File: src/rtl/draw_text_box.sv
// draw_text_box: text-window overlay for the VGA pipeline.
// Draws a COLS x ROWS grid of 8-pixel-wide, FONT_H-line glyphs at (XPOS, YPOS).
// It drives a character address and glyph line to an external char-RAM/font-ROM
// chain and composites the returned glyph row ROM_LAT cycles later. A cursor
// cell can be shown inverted and made to blink.
module draw_text_box #(
  parameter int XPOS         = 165,
  parameter int YPOS         = 60,
  parameter int COLS         = 13,
  parameter int ROWS         = 16,
  parameter int FONT_H       = 16,
  parameter int ADDR_W       = 8,
  parameter int ROM_LAT      = 2,
  parameter int BLINK_FRAMES = 30
) (
  input  logic              pclk,
  input  logic              rst_n,
  input  logic [11:0]       hcount_in,
  input  logic              hsync_in,
  input  logic              hblnk_in,
  input  logic [11:0]       vcount_in,
  input  logic              vsync_in,
  input  logic              vblnk_in,
  input  logic [11:0]       rgb_in,
  input  logic [11:0]       fg_rgb,
  input  logic [11:0]       bg_rgb,
  input  logic              transparent,
  input  logic              cursor_en,
  input  logic [7:0]        cursor_col,
  input  logic [7:0]        cursor_row,
  input  logic [7:0]        char_pixel,
  output logic [ADDR_W-1:0] char_addr,
  output logic [3:0]        char_line,
  output logic [11:0]       hcount_out,
  output logic [11:0]       vcount_out,
  output logic              hsync_out,
  output logic              vsync_out,
  output logic              hblnk_out,
  output logic              vblnk_out,
  output logic [11:0]       rgb_out
);

  localparam int LOG_H = $clog2(FONT_H);
  localparam int FW    = (BLINK_FRAMES > 1) ? $clog2(BLINK_FRAMES) : 1;

  // Box bounds are kept one bit wider than the counters so a box running past
  // 4095 does not wrap around.
  localparam logic [12:0] X_LO = 13'(XPOS);
  localparam logic [12:0] X_HI = 13'(XPOS + 8 * COLS);
  localparam logic [12:0] Y_LO = 13'(YPOS);
  localparam logic [12:0] Y_HI = 13'(YPOS + FONT_H * ROWS);

  // Everything about a pixel that must wait for the font ROM to answer.
  typedef struct packed {
    logic        in_box;
    logic [2:0]  sub_x;
    logic        cursor_hit;
    logic        hsync;
    logic        vsync;
    logic        hblnk;
    logic        vblnk;
    logic [11:0] hcount;
    logic [11:0] vcount;
    logic [11:0] rgb;
    logic [11:0] fg;
    logic [11:0] bg;
    logic        transparent;
  } pix_t;

  logic [11:0]       rel_x;
  logic [11:0]       rel_y;
  logic [8:0]        col;
  logic [11:0]       row;
  logic              in_box;
  logic [ADDR_W-1:0] cell_addr;
  logic [3:0]        cell_line;
  pix_t              stage0;
  pix_t              pipe [ROM_LAT+1];

  logic              vsync_prev;
  logic [FW-1:0]     frame_cnt;
  logic              blink_phase;

  pix_t              last;
  logic              glyph_bit;
  logic [11:0]       rgb_next;

  // Stage 0: locate the incoming pixel inside the character grid.
  always_comb begin
    rel_x     = hcount_in - 12'(XPOS);
    rel_y     = vcount_in - 12'(YPOS);
    col       = rel_x[11:3];
    row       = rel_y >> LOG_H;
    in_box    = ({1'b0, hcount_in} >= X_LO) && ({1'b0, hcount_in} < X_HI) &&
                ({1'b0, vcount_in} >= Y_LO) && ({1'b0, vcount_in} < Y_HI);
    cell_addr = ADDR_W'(row) * ADDR_W'(COLS) + ADDR_W'(col);
    cell_line = rel_y[3:0] & 4'(FONT_H - 1);

    stage0             = '0;
    stage0.in_box      = in_box;
    stage0.sub_x       = rel_x[2:0];
    stage0.cursor_hit  = cursor_en && blink_phase && in_box &&
                         (col == {1'b0, cursor_col}) &&
                         (row == {4'b0, cursor_row});
    stage0.hsync       = hsync_in;
    stage0.vsync       = vsync_in;
    stage0.hblnk       = hblnk_in;
    stage0.vblnk       = vblnk_in;
    stage0.hcount      = hcount_in;
    stage0.vcount      = vcount_in;
    stage0.rgb         = rgb_in;
    stage0.fg          = fg_rgb;
    stage0.bg          = bg_rgb;
    stage0.transparent = transparent;
  end

  // Stage 1 registers the ROM request; the pixel context then rides a delay line
  // until the glyph row comes back.
  always_ff @(posedge pclk or negedge rst_n) begin
    if (!rst_n) begin
      char_addr <= '0;
      char_line <= '0;
      for (int i = 0; i <= ROM_LAT; i++) pipe[i] <= '0;
    end else begin
      char_addr <= in_box ? cell_addr : '0;
      char_line <= in_box ? cell_line : '0;
      pipe[0]   <= stage0;
      for (int i = 1; i <= ROM_LAT; i++) pipe[i] <= pipe[i-1];
    end
  end

  // Frame counter on vsync rising edges; blink_phase flips every BLINK_FRAMES.
  always_ff @(posedge pclk or negedge rst_n) begin
    if (!rst_n) begin
      vsync_prev  <= 1'b0;
      frame_cnt   <= '0;
      blink_phase <= 1'b1;
    end else begin
      vsync_prev <= vsync_in;
      if (vsync_in && !vsync_prev) begin
        if (frame_cnt == FW'(BLINK_FRAMES - 1)) begin
          frame_cnt   <= '0;
          blink_phase <= ~blink_phase;
        end else begin
          frame_cnt <= frame_cnt + 1'b1;
        end
      end
    end
  end

  // Pick the glyph bit (bit 7 is leftmost), apply the cursor and composite.
  always_comb begin
    last      = pipe[ROM_LAT];
    glyph_bit = char_pixel[3'd7 - last.sub_x] ^ last.cursor_hit;
    rgb_next  = last.rgb;
    if (last.hblnk || last.vblnk || !last.in_box) begin
      rgb_next = last.rgb;
    end else if (glyph_bit) begin
      rgb_next = last.fg;
    end else begin
      rgb_next = last.transparent ? last.rgb : last.bg;
    end
  end

  // Output register: timing and the composited pixel leave together.
  always_ff @(posedge pclk or negedge rst_n) begin
    if (!rst_n) begin
      hcount_out <= '0;
      vcount_out <= '0;
      hsync_out  <= 1'b0;
      vsync_out  <= 1'b0;
      hblnk_out  <= 1'b0;
      vblnk_out  <= 1'b0;
      rgb_out    <= '0;
    end else begin
      hcount_out <= last.hcount;
      vcount_out <= last.vcount;
      hsync_out  <= last.hsync;
      vsync_out  <= last.vsync;
      hblnk_out  <= last.hblnk;
      vblnk_out  <= last.vblnk;
      rgb_out    <= rgb_next;
    end
  end

endmodule
File: config.mk
export PLATFORM = sky130hd
export DESIGN_NAME = draw_text_box
export DESIGN_NICKNAME = d
export VERILOG_FILES = /design/src/rtl/draw_text_box.sv
export SDC_FILE = /design/constraint.sdc
export NUM_CORES = 1
export LEC_CHECK = 0
export ABC_AREA = 1
export CORE_AREA = 2 2 133 135
export CTS_CLUSTER_SIZE = 40
export DETAILED_ROUTE_END_ITERATION = 7
export DIE_AREA = 0 0 135 137
export PLACE_DENSITY = 0.76
export SETUP_SLACK_MARGIN = 0.3
export SLEW_MARGIN = 20
export SYNTH_ARGS = -nofsm -noshare
export SYNTH_HDL_FRONTEND = slang
export SYNTH_SLANG_ARGS = --single-unit
File: constraint.sdc
create_clock -name pclk -period 1.87 [get_ports pclk]
set_input_delay 0.374 -clock pclk [delete_from_list [all_inputs] [get_ports pclk]]
set_output_delay 0.374 -clock pclk [all_outputs]
set_load 0.03 [all_outputs]
==> run summary, run 1 <==
CTS
---------------------------------------------------------------------------------------
Cts bufs inserted                                                                    27
Clock net sink count                                                                268
Root Buffer                                                                sky130_fd_sc_hd__clkbuf_16
Clk Latency, worst-skew pair                                                    0.52 ns
Clk buf depth                                                                         3
Clock-pin transition on the worst setup and hold timing paths                   0.06 ns
Clock tree from TritonCTS                                                          done
CTS H-tree lvls                                                                       1

TIMING
---------------------------------------------------------------------------------------
Worst Max-Slew Pin Slew                                                        0.466 ns
Endpoints failing setup                                                               6
Post-route clock period utilization                                                158%
Number of pins exceeding their max-slew limit in the final report                     0
Setup repair after global routing missed its margin                                true
Setup TNS                                                                      -4.38 ns
Number of hold violations in the final report                                         0
Largest clock skew in the final design                                        0.0215 ns
Maximum clock frequency                                                         338 MHz
Final min period                                                                2.96 ns
Worst slew margin relative to its limit                                           69.0%
Final worst-path setup slack                                                   -1.09 ns

GLOBAL ROUTE
---------------------------------------------------------------------------------------
Antenna violations before repair                                                      0
Via count of the first global-routing pass                                         6414
Largest net degree at the start of global routing                                    61
Gr ovfl total                                                                         0
Total Routing Usage GR                                                            23.4%
Global-route wire length before repair                                         32900 um

SETUP PATH
---------------------------------------------------------------------------------------
FF-to-FF Start                                                                 last[66]
Reg2reg setup slack                                                             0.24 ns
Biggest fanout along the worst timing path                                            3
Category of the critical setup timing path                                       in2reg
Endpoint type of the worst setup path                                         flip-flop
FF-to-FF path depth                                                                  11
Required time of the critical path                                              2.31 ns
Kind of start point of the critical path                                      input pin
Worst EP arrival                                                                3.40 ns
Endpoint of the lowest-slack register-to-register path                      rgb_out[10]

FLOORPLANNING
---------------------------------------------------------------------------------------
Height of the chip                                                               137 um
Horizontal extent of the die                                                     135 um
Die ar.                                                                      18500 um^2
I/O pins                                                                            144
Area inside the core boundary                                                17100 um^2
Rows                                                                                 48
Initial Util                                                                      52.5%

POWER AND IR DROP
---------------------------------------------------------------------------------------
Static leakage                                                                  6.07 nW
Overall power consumption                                                      0.0141 W
Power density relative to cell area                                        1090 nW/um^2
Peak supply drop                                                               0.818 mV

LAYOUT
---------------------------------------------------------------------------------------
Layout cells sized above 1                                                        34.1%
Diode insertion count for antenna repair                                              0
Relative area change from synthesis to final layout                               44.6%
Final Util                                                                        75.9%
Nets                                                                               1063
Filler cells                                                                       1042

SYNTH
---------------------------------------------------------------------------------------
Number of storage elements in the synthesis netlist                                 268
Number of library cell types mapped by synthesis                                     33
Biggest area contributors in the synthesized netlist                       sky130_fd_sc_hd__dfrtp_1 (75%), sky130_fd_sc_hd__nand2_1 (4.7%), sky130_fd_sc_hd__inv_1 (3.1%), sky130_fd_sc_hd__ha_1 (2.8%), sky130_fd_sc_hd__nand3_1 (2.2%)
Post-synthesis net count                                                            803
Sequential cell area fraction in the yosys report                                 74.9%
Most used DFF post-synth                                                   sky130_fd_sc_hd__dfrtp_1
Synth warn                                                                            0
Synth Area per Inst                                                           13.1 um^2
Fraction of synthesized cell area taken by the top area cell type                 74.6%
Yosys top cell by area                                                     sky130_fd_sc_hd__dfrtp_1
Number of enable-type register cells in the synthesized netlist                       0
Netlist Area Pre-Place                                                        8950 um^2
Proportion of synthesized flip-flops having asynchronous set or reset              100%
Instance count of the mapped netlist                                                683

ROUTE
---------------------------------------------------------------------------------------
Mean routed wirelength per cell                                                 18.0 um
Drt drc                                                                               0
Remaining number of nets flagged by the antenna check after routing                   0
Total Wirelength                                                               21300 um
Vias                                                                               5865
Number of violations reported at the end of detailed-routing iteration 0            284
Avg Vias per Cell                                                                  4.94
Detailed Routing Iterations Pass 1                                                    5

JOB
---------------------------------------------------------------------------------------
Maximum capacitance violations                                                        0

PLACE
---------------------------------------------------------------------------------------
Number of buffer cells added on primary ports                                       143
Placed wire-length estimate after detailed placement                           13700 um
GPL Wtd Cong                                                                      0.899

MIN PATH
---------------------------------------------------------------------------------------
Worst min-delay path startpoint                                            vcount_in[6]
Class of the worst hold path                                                     in2reg
Instance count along the most critical hold path                                      1
Worst Hold Path EP                                                            pipe[183]

RUN STATUS
---------------------------------------------------------------------------------------
Failing checks                                                             negative setup slack
Run status                                                                 complete, but fails checks

## cell type report
| cell class | instances | area [um^2] | area share, % |
|---|---|---|---|
| multi-input cells | 331 | 2520 | 19.5 |
| flip-flops and latches | 268 | 6710 | 51.8 |
| clock buffers | 41 | 798 | 6.17 |
| repair buffers | 238 | 2250 | 17.4 |
| well taps | 225 | 282 | 2.18 |
| clock inverters | 7 | 73.8 | 0.570 |
| inverters | 77 | 310 | 2.40 |
## cell usage after synthesis (2+ instances only)
cell                       instances
sky130_fd_sc_hd__a21oi_1          15
sky130_fd_sc_hd__a31oi_1           8
sky130_fd_sc_hd__buf_2             4
sky130_fd_sc_hd__clkbuf_1          2
sky130_fd_sc_hd__dfrtp_1         267
sky130_fd_sc_hd__fa_1              8
sky130_fd_sc_hd__ha_1             20
sky130_fd_sc_hd__inv_1            73
sky130_fd_sc_hd__inv_2             3
sky130_fd_sc_hd__mux2_2           12
sky130_fd_sc_hd__nand2_1         113
sky130_fd_sc_hd__nand3_1          40
sky130_fd_sc_hd__nand3_2           2
sky130_fd_sc_hd__nand3b_1          4
sky130_fd_sc_hd__nand4_1           6
sky130_fd_sc_hd__nor2_1           51
sky130_fd_sc_hd__nor2_2            3
sky130_fd_sc_hd__nor3_1            3
sky130_fd_sc_hd__o21ai_0          13
sky130_fd_sc_hd__o21ai_1           8
sky130_fd_sc_hd__o22ai_1           2
sky130_fd_sc_hd__xnor2_1           5
sky130_fd_sc_hd__xor2_1           11
## sequential cells by signal, summed over array words and instances, names as in the netlist
name         cells
hsync_out        1
vblnk_out        1
rgb_out         12
pipe           139
char_addr        8
blink_phase      1
char_line        4
frame_cnt        5
vsync_out        1
vcount_out      12
last            70
vsync_prev       1
hcount_out      12
hblnk_out        1
## critical path: stages
cell	delay, ns
sky130_fd_sc_hd__buf_8	0.10
sky130_fd_sc_hd__buf_4	0.13
sky130_fd_sc_hd__nand4_4	0.11
sky130_fd_sc_hd__nand2_4	0.08
sky130_fd_sc_hd__xor2_4	0.23
sky130_fd_sc_hd__ha_4	0.24
sky130_fd_sc_hd__fa_1	0.53
sky130_fd_sc_hd__inv_1	0.05
sky130_fd_sc_hd__fa_1	0.52
sky130_fd_sc_hd__inv_2	0.05
sky130_fd_sc_hd__ha_4	0.22
sky130_fd_sc_hd__a21oi_2	0.17
sky130_fd_sc_hd__nand3_2	0.10
sky130_fd_sc_hd__or2_4	0.23
sky130_fd_sc_hd__nand2_2	0.07
sky130_fd_sc_hd__nand3_1	0.07
sky130_fd_sc_hd__a21oi_1	0.12
## worst max path at each step
stage                 start      endpoint  slack, ns  depth (start not counted)
5_1_grt        vcount_in[3]  char_addr[7]      -1.20                         20
4_1_cts        vcount_in[2]  char_addr[7]      -1.08                         19
3_5_place_dp   vcount_in[2]  char_addr[7]      -2.15                         17
2_1_floorplan  vcount_in[2]  char_addr[7]      -1.34                         21
3_3_place_gp   vcount_in[2]  char_addr[7]      -2.06                         20
6_report       vcount_in[2]  char_addr[7]      -1.09                         17
## cells by family after synthesis
kind of cell | after synthesis | synth area share [%]
DFF | 268 | 74.9
and+or+nand+nor | 228 | 11.0
buffers and inverters | 84 | 3.62
AOI/OAI and AO/OA | 47 | 2.81
adders and majority gates | 28 | 4.58
xor gates and xnor gates | 16 | 1.57
muxes | 12 | 1.51
## through the flow
stage | setup WS [ns] | hold slack, ns | instances | area [um^2]
final | -1.09 | 0.0712 | 1187 | 12900
after global routing | -1.20 | 0.0522 | 1187 | 12900
after CTS | -1.08 | 0.0509 | 1185 | 12700
after detailed placement | -2.15 | 0.335 | 1124 | 11400
after global placement | -2.06 | 0.330 | 1124 | 11400
after floorplan | -1.34 | 0.0784 | 683 | 9100
## layer usage
metal  up-vias  share of wire (%)  track usage, %
met5         -                  0               0
met1      2946                 38            28.2
li1       2666                  -               -
met2       208                 53            42.6
met3        45                6.1            4.41
met4         0                2.6            7.47
## cells in the final DEF (no fill, tap or decap), types with 4 or more instances in the layout
master and instances:
sky130_fd_sc_hd__nand3_1 32, sky130_fd_sc_hd__xnor2_1 4, sky130_fd_sc_hd__nor2_4 5, sky130_fd_sc_hd__mux2_2 12, sky130_fd_sc_hd__inv_2 16, sky130_fd_sc_hd__buf_8 4, sky130_fd_sc_hd__nand2_2 17, sky130_fd_sc_hd__buf_6 14
sky130_fd_sc_hd__clkdlybuf4s15_2 38, sky130_fd_sc_hd__nand2_4 10, sky130_fd_sc_hd__nand3b_1 4, sky130_fd_sc_hd__ha_4 12, sky130_fd_sc_hd__fa_1 7, sky130_fd_sc_hd__clkbuf_16 28, sky130_fd_sc_hd__nor2_2 7, sky130_fd_sc_hd__ha_1 7
sky130_fd_sc_hd__clkbuf_8 7, sky130_fd_sc_hd__buf_12 6, sky130_fd_sc_hd__dlygate4sd2_1 7, sky130_fd_sc_hd__nand3_2 8, sky130_fd_sc_hd__inv_1 55, sky130_fd_sc_hd__o21ai_2 10, sky130_fd_sc_hd__dfrtp_1 266, sky130_fd_sc_hd__nand2_1 87
sky130_fd_sc_hd__a31oi_1 4, sky130_fd_sc_hd__nand4_1 6, sky130_fd_sc_hd__o21ai_0 4, sky130_fd_sc_hd__clkbuf_1 7, sky130_fd_sc_hd__buf_4 72, sky130_fd_sc_hd__a31oi_4 4, sky130_fd_sc_hd__buf_2 20, sky130_fd_sc_hd__o21ai_1 7
sky130_fd_sc_hd__a21oi_1 8, sky130_fd_sc_hd__xor2_1 8, sky130_fd_sc_hd__a21oi_2 7, sky130_fd_sc_hd__nor2_1 42, sky130_fd_sc_hd__clkdlybuf4s50_1 74
## report_power, final
group	internal, W	switching, W	leakage [nW]
logic	0.00123	0.00138	2.48
registers	0.00614	0.000163	3.16
clock network	0.00308	0.00210	0.426
total	0.0105	0.00364	6.07
## timing repair
item / CTS / global route
buffers inserted: 12 / 1
pin swaps: 33 / 39
setup endpoints to repair: 76 / 34
hold buffers: 1 / 0
cloned: 0 / 1
gates resized for setup: 293 / 85
hold endpoints to repair: 51 / 0
No activity file was read; power rests on OpenSTA's default activity.
==> run 2: changes to the inputs <==
--- a/config.mk
+++ b/config.mk
@@ -6,11 +6,11 @@
 export NUM_CORES = 1
 export LEC_CHECK = 0
 export ABC_AREA = 1
-export CORE_AREA = 2 2 133 135
+export CORE_AREA = 2 2 145 147
 export CTS_CLUSTER_SIZE = 40
 export DETAILED_ROUTE_END_ITERATION = 7
-export DIE_AREA = 0 0 135 137
-export PLACE_DENSITY = 0.76
+export DIE_AREA = 0 0 147 149
+export PLACE_DENSITY = 0.65
 export SETUP_SLACK_MARGIN = 0.3
 export SLEW_MARGIN = 20
 export SYNTH_ARGS = -nofsm -noshare
==> run 2 against run 1 <==
The flow still finishes with violations (negative setup slack); count of clock-buffer cells in the layout decreased by 4; global-route usage decreased by 7.0 points; first-iteration DRC count decreased by 38%; sequential cell count unchanged; combinational power decreased by 3%; register-to-register slack got worse by 0.04 ns; sequential power decreased by 0.6%; highest routed layer unchanged.
==> run summary, run 2 (same netlist as run 1, synthesis figures left out) <==
POWER AND IR DROP
---------------------------------------------------------------------------------------
Sw Share                                                                          25.5%   was 25.8%
Static leakage                                                                  5.98 nW   was 6.07 nW
Internal                                                                       0.0102 W   was 0.0105 W
Portion of total power attributed to sequential cells                             46.0%   was 44.7%
Peak supply drop                                                               0.708 mV   was 0.818 mV
Clock network power share                                                         35.5%   was 36.8%
Overall power consumption                                                      0.0136 W   was 0.0141 W
Switching component of the power                                              0.00347 W   was 0.00364 W
Power density relative to cell area                                        1060 nW/um^2   was 1090 nW/um^2
Comb power frac                                                                   18.5%   about the same

ROUTE
---------------------------------------------------------------------------------------
Total Wirelength                                                               17700 um   was 21300 um
Vias                                                                               5549   was 5865
Drt drc                                                                               0   unchanged
Avg Vias per Cell                                                                  4.49   was 4.94
Remaining number of nets flagged by the antenna check after routing                   0   unchanged
Number of violations reported at the end of detailed-routing iteration 0            177   was 284
Detailed Routing Iterations Pass 1                                                    6   was 5
Mean routed wirelength per cell                                                 14.3 um   was 18.0 um

TIMING
---------------------------------------------------------------------------------------
Final min period                                                                3.03 ns   was 2.96 ns
Endpoints failing setup                                                               6   unchanged
Number of hold violations in the final report                                         0   unchanged
Final worst-path setup slack                                                   -1.16 ns   was -1.09 ns
Setup TNS                                                                      -4.65 ns   was -4.38 ns
Worst Max-Slew Pin Slew                                                        0.491 ns   was 0.466 ns
Largest clock skew in the final design                                       0.00599 ns   was 0.0215 ns
Maximum clock frequency                                                         330 MHz   was 338 MHz
Number of pins exceeding their max-slew limit in the final report                     0   unchanged
Worst slew margin relative to its limit                                           67.3%   was 69.0%
Post-route clock period utilization                                                162%   was 158%
Setup repair after global routing missed its margin                                true   unchanged

PLACE
---------------------------------------------------------------------------------------
GPL Wtd Cong                                                                      0.901   was 0.899
Placed wire-length estimate after detailed placement                           12500 um   was 13700 um
Instance area after placement                                                11500 um^2   was 11400 um^2
Number of buffer cells added on primary ports                                       143   unchanged
Dpl cells                                                                          1175   was 1124

MIN PATH
---------------------------------------------------------------------------------------
Class of the worst hold path                                                     in2reg   unchanged
Worst min-delay path startpoint                                            vcount_in[6]   unchanged
Instance count along the most critical hold path                                      1   unchanged
Worst Hold Path EP                                                            pipe[183]   unchanged

FLOORPLANNING
---------------------------------------------------------------------------------------
Height of the chip                                                               149 um   was 137 um
Die ar.                                                                      21900 um^2   was 18500 um^2
Area inside the core boundary                                                20600 um^2   was 17100 um^2
Rows                                                                                 53   was 48
I/O pins                                                                            144   unchanged
Horizontal extent of the die                                                     147 um   was 135 um
Initial Util                                                                      43.5%   was 52.5%

LAYOUT
---------------------------------------------------------------------------------------
Commonest cells after routing, fill and taps aside                         sky130_fd_sc_hd__dfrtp_1 (266), sky130_fd_sc_hd__nand2_1 (87), sky130_fd_sc_hd__buf_4 (76), sky130_fd_sc_hd__clkdlybuf4s50_1 (74), sky130_fd_sc_hd__inv_1 (53)   was sky130_fd_sc_hd__dfrtp_1 (266), sky130_fd_sc_hd__nand2_1 (87), sky130_fd_sc_hd__clkdlybuf4s50_1 (74), sky130_fd_sc_hd__buf_4 (72), sky130_fd_sc_hd__inv_1 (55)
Diode insertion count for antenna repair                                              0   unchanged
Final Util                                                                        62.3%   was 75.9%
Largest register by flop count                                                     pipe   unchanged
Layout cells sized above 1                                                        33.3%   was 34.1%
Most common cell after layout, fill and taps aside                         sky130_fd_sc_hd__dfrtp_1   unchanged
Relative area change from synthesis to final layout                               43.2%   was 44.6%
Nets                                                                               1064   was 1063
Number of flip-flops under the largest register name                                139   unchanged
Final cell area excluding filler cells                                       12800 um^2   was 12900 um^2
Count of non-filler cells in the finished layout                                   1237   was 1187

SETUP PATH
---------------------------------------------------------------------------------------
Cells along the critical path                                              buf_8 -> ha_4 -> nand3_4 -> xor2_4 -> inv_4 -> ha_4 -> inv_2 -> fa_1 -> fa_1 -> inv_2 -> ha_4 -> nand2_2 -> nand2_2 -> nand2_1 -> nand3_2 -> or2_4 -> nand2_4 -> nand3_2 -> a21oi_2   was buf_8 -> buf_4 -> nand4_4 -> nand2_4 -> xor2_4 -> ha_4 -> fa_1 -> inv_1 -> fa_1 -> inv_2 -> ha_4 -> a21oi_2 -> nand3_2 -> or2_4 -> nand2_2 -> nand3_1 -> a21oi_1
FF-to-FF Start                                                                 last[66]   unchanged
Required time of the critical path                                              2.30 ns   was 2.31 ns
Category of the critical setup timing path                                       in2reg   unchanged
Biggest fanout along the worst timing path                                            4   was 3
Buf/Inv on CP                                                                         4   unchanged
FF-to-FF path depth                                                                  10   was 11
Slowest cell on the critical path                                          sky130_fd_sc_hd__fa_1   unchanged
CP peak stage delay                                                             0.57 ns   was 0.53 ns
Endpoint of the lowest-slack register-to-register path                       rgb_out[7]   was rgb_out[10]
Cell seen most often among critical-path stages                            sky130_fd_sc_hd__ha_4
Kind of start point of the critical path                                      input pin   unchanged
CP top delay family                                                         adder cells   unchanged
Reg2reg setup slack                                                             0.20 ns   was 0.24 ns
Worst EP arrival                                                                3.46 ns   was 3.40 ns
Endpoint type of the worst setup path                                         flip-flop   unchanged
Cell depth of the worst setup path                                                   19   was 17

GLOBAL ROUTE
---------------------------------------------------------------------------------------
Via count of the first global-routing pass                                         5727   was 6414
Antenna violations before repair                                                      0   unchanged
Global-route wire length before repair                                         28600 um   was 32900 um
Largest net degree at the start of global routing                                    63   was 61
Total Routing Usage GR                                                            16.4%   was 23.4%
Gr ovfl total                                                                         0   unchanged

CTS
---------------------------------------------------------------------------------------
Root Buffer                                                                sky130_fd_sc_hd__clkbuf_16   unchanged
Clock tree from TritonCTS                                                          done   unchanged
Cts bufs inserted                                                                    27   unchanged
Clk Latency, worst-skew pair                                                    0.50 ns   was 0.52 ns
CTS H-tree lvls                                                                       1   unchanged
Clock net sink count                                                                268   unchanged
Clk buf depth                                                                         3   unchanged
Clock-pin transition on the worst setup and hold timing paths                   0.06 ns   about the same

RUN STATUS
---------------------------------------------------------------------------------------
Run status                                                                 complete, but fails checks   unchanged
Failing checks                                                             negative setup slack   unchanged

JOB
---------------------------------------------------------------------------------------
Maximum capacitance violations                                                        0   unchanged

## run 2: changes by cell type in the layout (fill, tap and decap cells not counted), sizes merged
cell / delta
dlygate4sd3: +1
clkinv: +2
clkinvlp: +3
buf: +1
bufinv: -1
clkbuf: -5
inv: -1
## run 2: power groups by stage
stage               logic (W)  registers [W]  clock network [W]
finish                0.00252        0.00626            0.00484
global route          0.00279        0.00630            0.00526
CTS                   0.00229        0.00627            0.00499
detailed placement    0.00198        0.00637                  0
global placement      0.00194        0.00636                  0
floorplan            0.000972        0.00643                  0
## run 2: final cells by class
cell class                 count  area [um^2]
timing repair buffer         239         2210
sequential                   268         6710
fill                        1553         7740
clock buffer                  37          753
tap                          275          344
inverter                      77          310
multi-input combinational    331         2430
clock inverter                10         65.1
## run 2: worst max-delay path by stage
stage,start,end,slack (ns)
finish,vcount_in[3],char_addr[7],-1.16
global route,vcount_in[6],char_addr[7],-1.28
CTS,vcount_in[2],char_addr[7],-1.06
detailed placement,vcount_in[2],char_addr[7],-2.23
global placement,vcount_in[2],char_addr[7],-2.13
floorplan,vcount_in[2],char_addr[7],-1.34
## run 2: metal layers
layer	vias to the layer above	track usage (%)	routed length [um]	share of wire, %
met5	-	0	0	0
met4	0	3.22	285	1.6
met3	26	3.61	1110	6.3
met2	164	26.8	8470	48
met1	2677	23.2	7820	44
li1	2682	-	-	-
## run 2: repair_timing
action | CTS | global route
buffers inserted | 6 | 5
pin swaps | 24 | 39
cloned | 0 | 2
setup endpoints to repair | 75 | 38
hold buffers | 2 | 0
gates resized for setup | 268 | 87
hold endpoints to repair | 53 | 0
## run 2: through the flow
step	setup WS, ns	hold WS, ns
3_3_place_gp	-2.13	0.332
2_1_floorplan	-1.34	0.0784
4_1_cts	-1.06	0.0330
3_5_place_dp	-2.23	0.335
6_report	-1.16	0.0506
5_1_grt	-1.28	0.0295
